===== src/rtl/mem_arb_pkg.sv =====
// Shared definitions for the two-port memory arbiter: arbiter states, port indices
// and the per-port byte-enable width.
package mem_arb_pkg;

    typedef enum logic {
        OPEN  = 1'b0,
        LOCK1 = 1'b1
    } arb_state_e;

    localparam logic PORT_CPU = 1'b0;
    localparam logic PORT_DMA = 1'b1;
    localparam int   BE_W     = 4;

endpackage


===== src/rtl/arb_lock_counter.sv =====
// Saturating count of consecutive locked DMA grants, plus the one-cycle flag that
// hands the cycle after a forced release to the CPU port.
module arb_lock_counter #(
    parameter int LOCK_MAX = 16
) (
    input  logic clk,
    input  logic reset,
    input  logic clr_s,
    input  logic load_s,
    input  logic inc_s,
    output logic at_last_s,
    output logic prefer_cpu_q
);
    localparam int            CW    = $clog2(LOCK_MAX + 1);
    localparam logic [CW-1:0] MAX_C = CW'(LOCK_MAX);
    localparam logic [CW-1:0] ONE_C = CW'(1);

    logic [CW-1:0] cnt_q;
    logic [CW-1:0] cnt_d;
    logic          prefer_cpu_d;

    // The next locked grant would bring the count to LOCK_MAX.
    assign at_last_s = (cnt_q >= (MAX_C - ONE_C));

    // Next count and release flag; load wins over increment, which wins over clear.
    always_comb begin
        cnt_d        = cnt_q;
        prefer_cpu_d = 1'b0;
        if (load_s) begin
            cnt_d        = ONE_C;
            prefer_cpu_d = (LOCK_MAX <= 1);
        end else if (inc_s) begin
            cnt_d        = at_last_s ? MAX_C : (cnt_q + ONE_C);
            prefer_cpu_d = at_last_s;
        end else if (clr_s) begin
            cnt_d = {CW{1'b0}};
        end else begin
            cnt_d = cnt_q;
        end
    end

    // Counter and release-flag registers.
    always_ff @(posedge clk or negedge reset) begin
        if (!reset) begin
            cnt_q        <= {CW{1'b0}};
            prefer_cpu_q <= 1'b0;
        end else begin
            cnt_q        <= cnt_d;
            prefer_cpu_q <= prefer_cpu_d;
        end
    end

endmodule


===== src/rtl/mem_port_arbiter.sv =====
// Arbitrates a single-ported synchronous memory between the CPU (port 0) and DMA (port 1).
// Define ARB_ROUND_ROBIN_EN for round-robin contention; otherwise the CPU wins contention.
module mem_port_arbiter
    import mem_arb_pkg::*;
#(
    parameter int AW       = 32,
    parameter int DW       = 32,
    parameter int LOCK_MAX = 16
) (
    input  logic              clk,
    input  logic              reset,
    input  logic [1:0]        req,
    input  logic [1:0]        lock,
    input  logic [2*AW-1:0]   addr,
    input  logic [2*DW-1:0]   wdata,
    input  logic [2*BE_W-1:0] we,
    output logic [1:0]        gnt,
    output logic [1:0]        rvalid,
    output logic [DW-1:0]     rdata,
    output logic [AW-1:0]     maddr,
    output logic [DW-1:0]     mwdata,
    output logic [BE_W-1:0]   mwe,
    output logic              mre,
    input  logic [DW-1:0]     mrdata
);
    arb_state_e state_q;
    arb_state_e state_d;
    logic [1:0] gnt_s;
    logic [1:0] rvalid_q;
    logic [1:0] rvalid_d;
    logic       open_arb_s;
    logic       cnt_clr_s;
    logic       cnt_load_s;
    logic       cnt_inc_s;
    logic       cnt_at_last_s;
    logic       prefer_cpu_q;
    logic       contend_pick_s;
    logic       lock_cpu_unused_s;

    // The CPU port has no lock capability.
    assign lock_cpu_unused_s = lock[PORT_CPU];

    arb_lock_counter #(
        .LOCK_MAX (LOCK_MAX)
    ) u_lock_cnt (
        .clk          (clk),
        .reset        (reset),
        .clr_s        (cnt_clr_s),
        .load_s       (cnt_load_s),
        .inc_s        (cnt_inc_s),
        .at_last_s    (cnt_at_last_s),
        .prefer_cpu_q (prefer_cpu_q)
    );

`ifdef ARB_ROUND_ROBIN_EN
    logic prio_q;
    logic prio_d;

    assign contend_pick_s = prio_q;

    // The pointer names the port that was not granted most recently.
    always_comb begin
        if (gnt[PORT_CPU]) begin
            prio_d = PORT_DMA;
        end else if (gnt[PORT_DMA]) begin
            prio_d = PORT_CPU;
        end else begin
            prio_d = prio_q;
        end
    end

    // Round-robin pointer register.
    always_ff @(posedge clk or negedge reset) begin
        if (!reset) begin
            prio_q <= PORT_CPU;
        end else begin
            prio_q <= prio_d;
        end
    end
`else
    assign contend_pick_s = PORT_CPU;
`endif

    // Grant selection, lock state machine and lock-counter controls.
    always_comb begin
        state_d    = state_q;
        gnt_s      = 2'b00;
        open_arb_s = 1'b0;
        cnt_clr_s  = 1'b0;
        cnt_load_s = 1'b0;
        cnt_inc_s  = 1'b0;
        case (state_q)
            LOCK1: begin
                if (req[PORT_DMA] && lock[PORT_DMA]) begin
                    gnt_s     = 2'b10;
                    cnt_inc_s = 1'b1;
                    state_d   = cnt_at_last_s ? OPEN : LOCK1;
                end else begin
                    // Lock dropped: this same cycle is arbitrated as OPEN.
                    open_arb_s = 1'b1;
                    cnt_clr_s  = 1'b1;
                    state_d    = OPEN;
                end
            end
            OPEN: begin
                open_arb_s = 1'b1;
            end
            default: begin
                open_arb_s = 1'b1;
                state_d    = OPEN;
            end
        endcase
        if (open_arb_s) begin
            case (req)
                2'b01:   gnt_s = 2'b01;
                2'b10:   gnt_s = 2'b10;
                2'b11:   gnt_s = (prefer_cpu_q || (contend_pick_s == PORT_CPU)) ? 2'b01 : 2'b10;
                default: gnt_s = 2'b00;
            endcase
            if (gnt_s[PORT_DMA] && lock[PORT_DMA]) begin
                cnt_load_s = 1'b1;
                state_d    = (LOCK_MAX <= 1) ? OPEN : LOCK1;
            end else begin
                state_d = OPEN;
            end
        end else begin
            cnt_load_s = 1'b0;
        end
    end

    assign gnt    = reset ? gnt_s : 2'b00;
    assign rvalid = rvalid_q;
    assign rdata  = mrdata;

    // Memory strobes muxed from the granted port, and the read-owner capture.
    always_comb begin
        maddr    = {AW{1'b0}};
        mwdata   = {DW{1'b0}};
        mwe      = {BE_W{1'b0}};
        if (gnt[PORT_DMA]) begin
            maddr  = addr[AW +: AW];
            mwdata = wdata[DW +: DW];
            mwe    = we[BE_W +: BE_W];
        end else if (gnt[PORT_CPU]) begin
            maddr  = addr[0 +: AW];
            mwdata = wdata[0 +: DW];
            mwe    = we[0 +: BE_W];
        end else begin
            maddr  = {AW{1'b0}};
        end
        mre      = (gnt != 2'b00) && (mwe == {BE_W{1'b0}});
        rvalid_d = mre ? gnt : 2'b00;
    end

    // Arbiter state and read-valid registers.
    always_ff @(posedge clk or negedge reset) begin
        if (!reset) begin
            state_q  <= OPEN;
            rvalid_q <= 2'b00;
        end else begin
            state_q  <= state_d;
            rvalid_q <= rvalid_d;
        end
    end

endmodule


===== config.mk =====
export PLATFORM = sky130hd
export DESIGN_NAME = mem_port_arbiter
export DESIGN_NICKNAME = d
export VERILOG_FILES = /design/src/rtl/mem_arb_pkg.sv /design/src/rtl/arb_lock_counter.sv /design/src/rtl/mem_port_arbiter.sv
export SDC_FILE = /design/constraint.sdc
export NUM_CORES = 1
export LEC_CHECK = 0
export BUFFER_PORTS_ARGS = -buffer_cell sky130_fd_sc_hd__buf_2
export CORE_AREA = 4 4 106 108
export CTS_CLUSTER_SIZE = 30
export DETAILED_ROUTE_END_ITERATION = 16
export DIE_AREA = 0 0 110 112
export PLACE_DENSITY_LB_ADDON = 0.05
export SETUP_SLACK_MARGIN = 0.5
export SLEW_MARGIN = 20
export SYNTH_ARGS = -nofsm -noshare
export SYNTH_HDL_FRONTEND = slang
export SYNTH_HIERARCHICAL = 1
export SYNTH_SLANG_ARGS = --single-unit

===== constraint.sdc =====
create_clock -name clk -period 1.75 [get_ports clk]
set_input_delay 0.35 -clock clk [delete_from_list [all_inputs] [get_ports clk]]
set_output_delay 0.35 -clock clk [all_outputs]
set_load 0.02 [all_outputs]

==> metrics <==
Die Wd=roughly 110 um; FF-to-FF path depth=6; combinational power share=0.712; Power Density=about 370 nW/um^2; Net Sw Power=536 uW; clk root buf=clkbuf_8; Final Wtd Congestion=0.730; Setup TNS=-9.35 ns; status=complete, but fails checks; Iter 0 DRT Violations=67; violated checks=setup timing; Worst-Margin Slew=about 0.3 ns; fmax=~0.53 GHz; via count=2285; Tightest Hold Check Type=in2async; ANT cells=0; num ports=between 200 and 300; unrepaired setup endpoints after global routing=true; Reg-to-Reg Start=u_lock_cnt/cnt_q[0]; drt wl/cell=18.7 um; Slew headroom=0.800; WL final=9600 um; Internal Pwr Total=roughly 950 uW; filler instances=around 1000; share of layout cells above drive strength 1=0.915; period utilization=1.08; Final Instance Area=between 4000 and 5000 sq um; Pre-antenna DRT Iters=4; DRC Markers=0; synthesized instance count=166; critical path fanouts, max=5; row count=37; synthesized net count=roughly 340; CTS H-tree depth=1; Mean Syn Cell Area=8.96 sq um; NumNets Final=between 500 and 600; Syn. warnings=6; Max VDD drop=approximately 0.00018 V; crit path time final=~1.9 ns; CP Capture Point=mwdata[1]; switching portion of total power=0.360; grt total ovfl=0; post-route ant nets=0; core area=between 10000 and 15000 sq um; Die ar.=about 12000 sq um; Num CTS Buffers=3; hold buffers post-CTS=0; largest net degree at the start of global routing=21; clock slew seen by the registers of the worst setup and hold paths=0.04 ns; Setup Viol. Count Final=69; post-synthesis cell area=1490 sq um; clock sink count=8; crit path launch=state_q; nature of the critical path endpoint=primary output; Clk pwr share=0.152; Reg power frac=0.136; initial antenna violation count=0; IO Port Bufs=213; first-pass GRT wire length=around 13000 um; vias per cell=approximately 4.5; reg-to-reg setup timing slack=approximately 0.020 ns; area grow syn2layout=173%; Slew Viols, Final=0; Worst Skew=between 0.001 and 0.0015 ns; Total Routing Usage GR=0.132; Fin. Hold Viols=0; MaxCap Viol Count=0; slack of the critical path=-0.149 ns; Worst Setup Start Kind=register; pre-CTS WS=-0.0350 ns; Post-DP Area=3140 sq um; Initial Util=0.145; worst path arrival time=between 1.5 and 2 ns; hold_ws=0.0490 ns; via count of the first global-routing pass=approximately 2400; leak pwr=around 0.0022 uW; CTS tree=done; CP required=1.40 ns; HPWL after detailed placement=7160 um; Clk Latency, worst-skew pair=0.23 ns; clock buffer depth=2; worst flop-to-flop path endpoint=u_lock_cnt/cnt_q[3]; die height=about 110 um; CP Class=reg2out
cell usage in the layout, fill, tap and decap left out, types with 3 or more instances in the layout:
cell       count
buf_6         75
buf_2        143
clkbuf_16      4
buf_12         6
buf_16         5
and2_4         3
dfrtp_1        8
nand2_1        4
a22o_4        69
buf_4         20
clkbuf_8       3
worst min path at each step:
stage / startpoint / endpoint / slack, ns / cells after the start
2_1_floorplan: reset / rvalid[0] / 0.05 / 0
3_3_place_gp: reset / state_q / 0.28 / 2
3_5_place_dp: reset / state_q / 0.29 / 2
4_1_cts: reset / u_lock_cnt/cnt_q[4] / 0.05 / 2
5_1_grt: reset / u_lock_cnt/cnt_q[4] / 0.05 / 2
6_report: reset / u_lock_cnt/cnt_q[4] / 0.05 / 2
metrics by stage:
| stage | instances | util | total power, uW |
|---|---|---|---|
| after CTS | 500 | 0.369 | 1430 |
| final | 513 | 0.397 | 1490 |
| after global placement | 485 | 0.307 | 1020 |
| after global routing | 513 | 0.397 | 1570 |
| after detailed placement | 485 | 0.307 | 1020 |
| after floorplan | 166 | - | 789 |
registers in the layout (all words and copies together) (netlist names):
name              count
rvalid                2
state_q               1
u_lock_cnt/cnt_q      5
critical path: stages, from the launching register on:
cell and delay, ns:
dfrtp_1 0.40, nand3_2 0.09, and3_4 0.18, buf_12 0.14
clkbuf_16 0.15, a22o_4 0.21, buf_6 0.13
cell type report:
class | instances | area (sq um) | area share
Timing Repair Buffer | 255 | 2100 | 0.517
Inverter | 4 | 15.0 | 0.00370
Multi-Input combinational cell | 107 | 1530 | 0.378
Sequential cell | 8 | 200 | 0.0493
Tap cell | 136 | 170 | 0.0419
Clock buffer | 3 | 41.3 | 0.0102
routing by layer:
metal  vias to the layer above  routed length [um]  GRT usage
li1                       1061                   -          -
met4                         0                 115     0.0266
met2                       164                5220      0.258
met3                        14                1170     0.0487
met1                      1046                3100      0.129
met5                         -                   0          0
power by group through the flow:
stage / Clock, uW / Combinational, uW / Sequential (uW)
after floorplan: 0 / 580 / 209
after global placement: 0 / 815 / 206
after detailed placement: 0 / 816 / 206
after CTS: 230 / 998 / 203
after global routing: 247 / 1120 / 203
final: 226 / 1060 / 203
timing repair:
action	in CTS	in global routing
buffers inserted	8	5
setup endpoints to repair	77	78
resized for setup	141	21
cloned	4	8
pin swaps	11	6
Power figures use the tool's default switching activity.
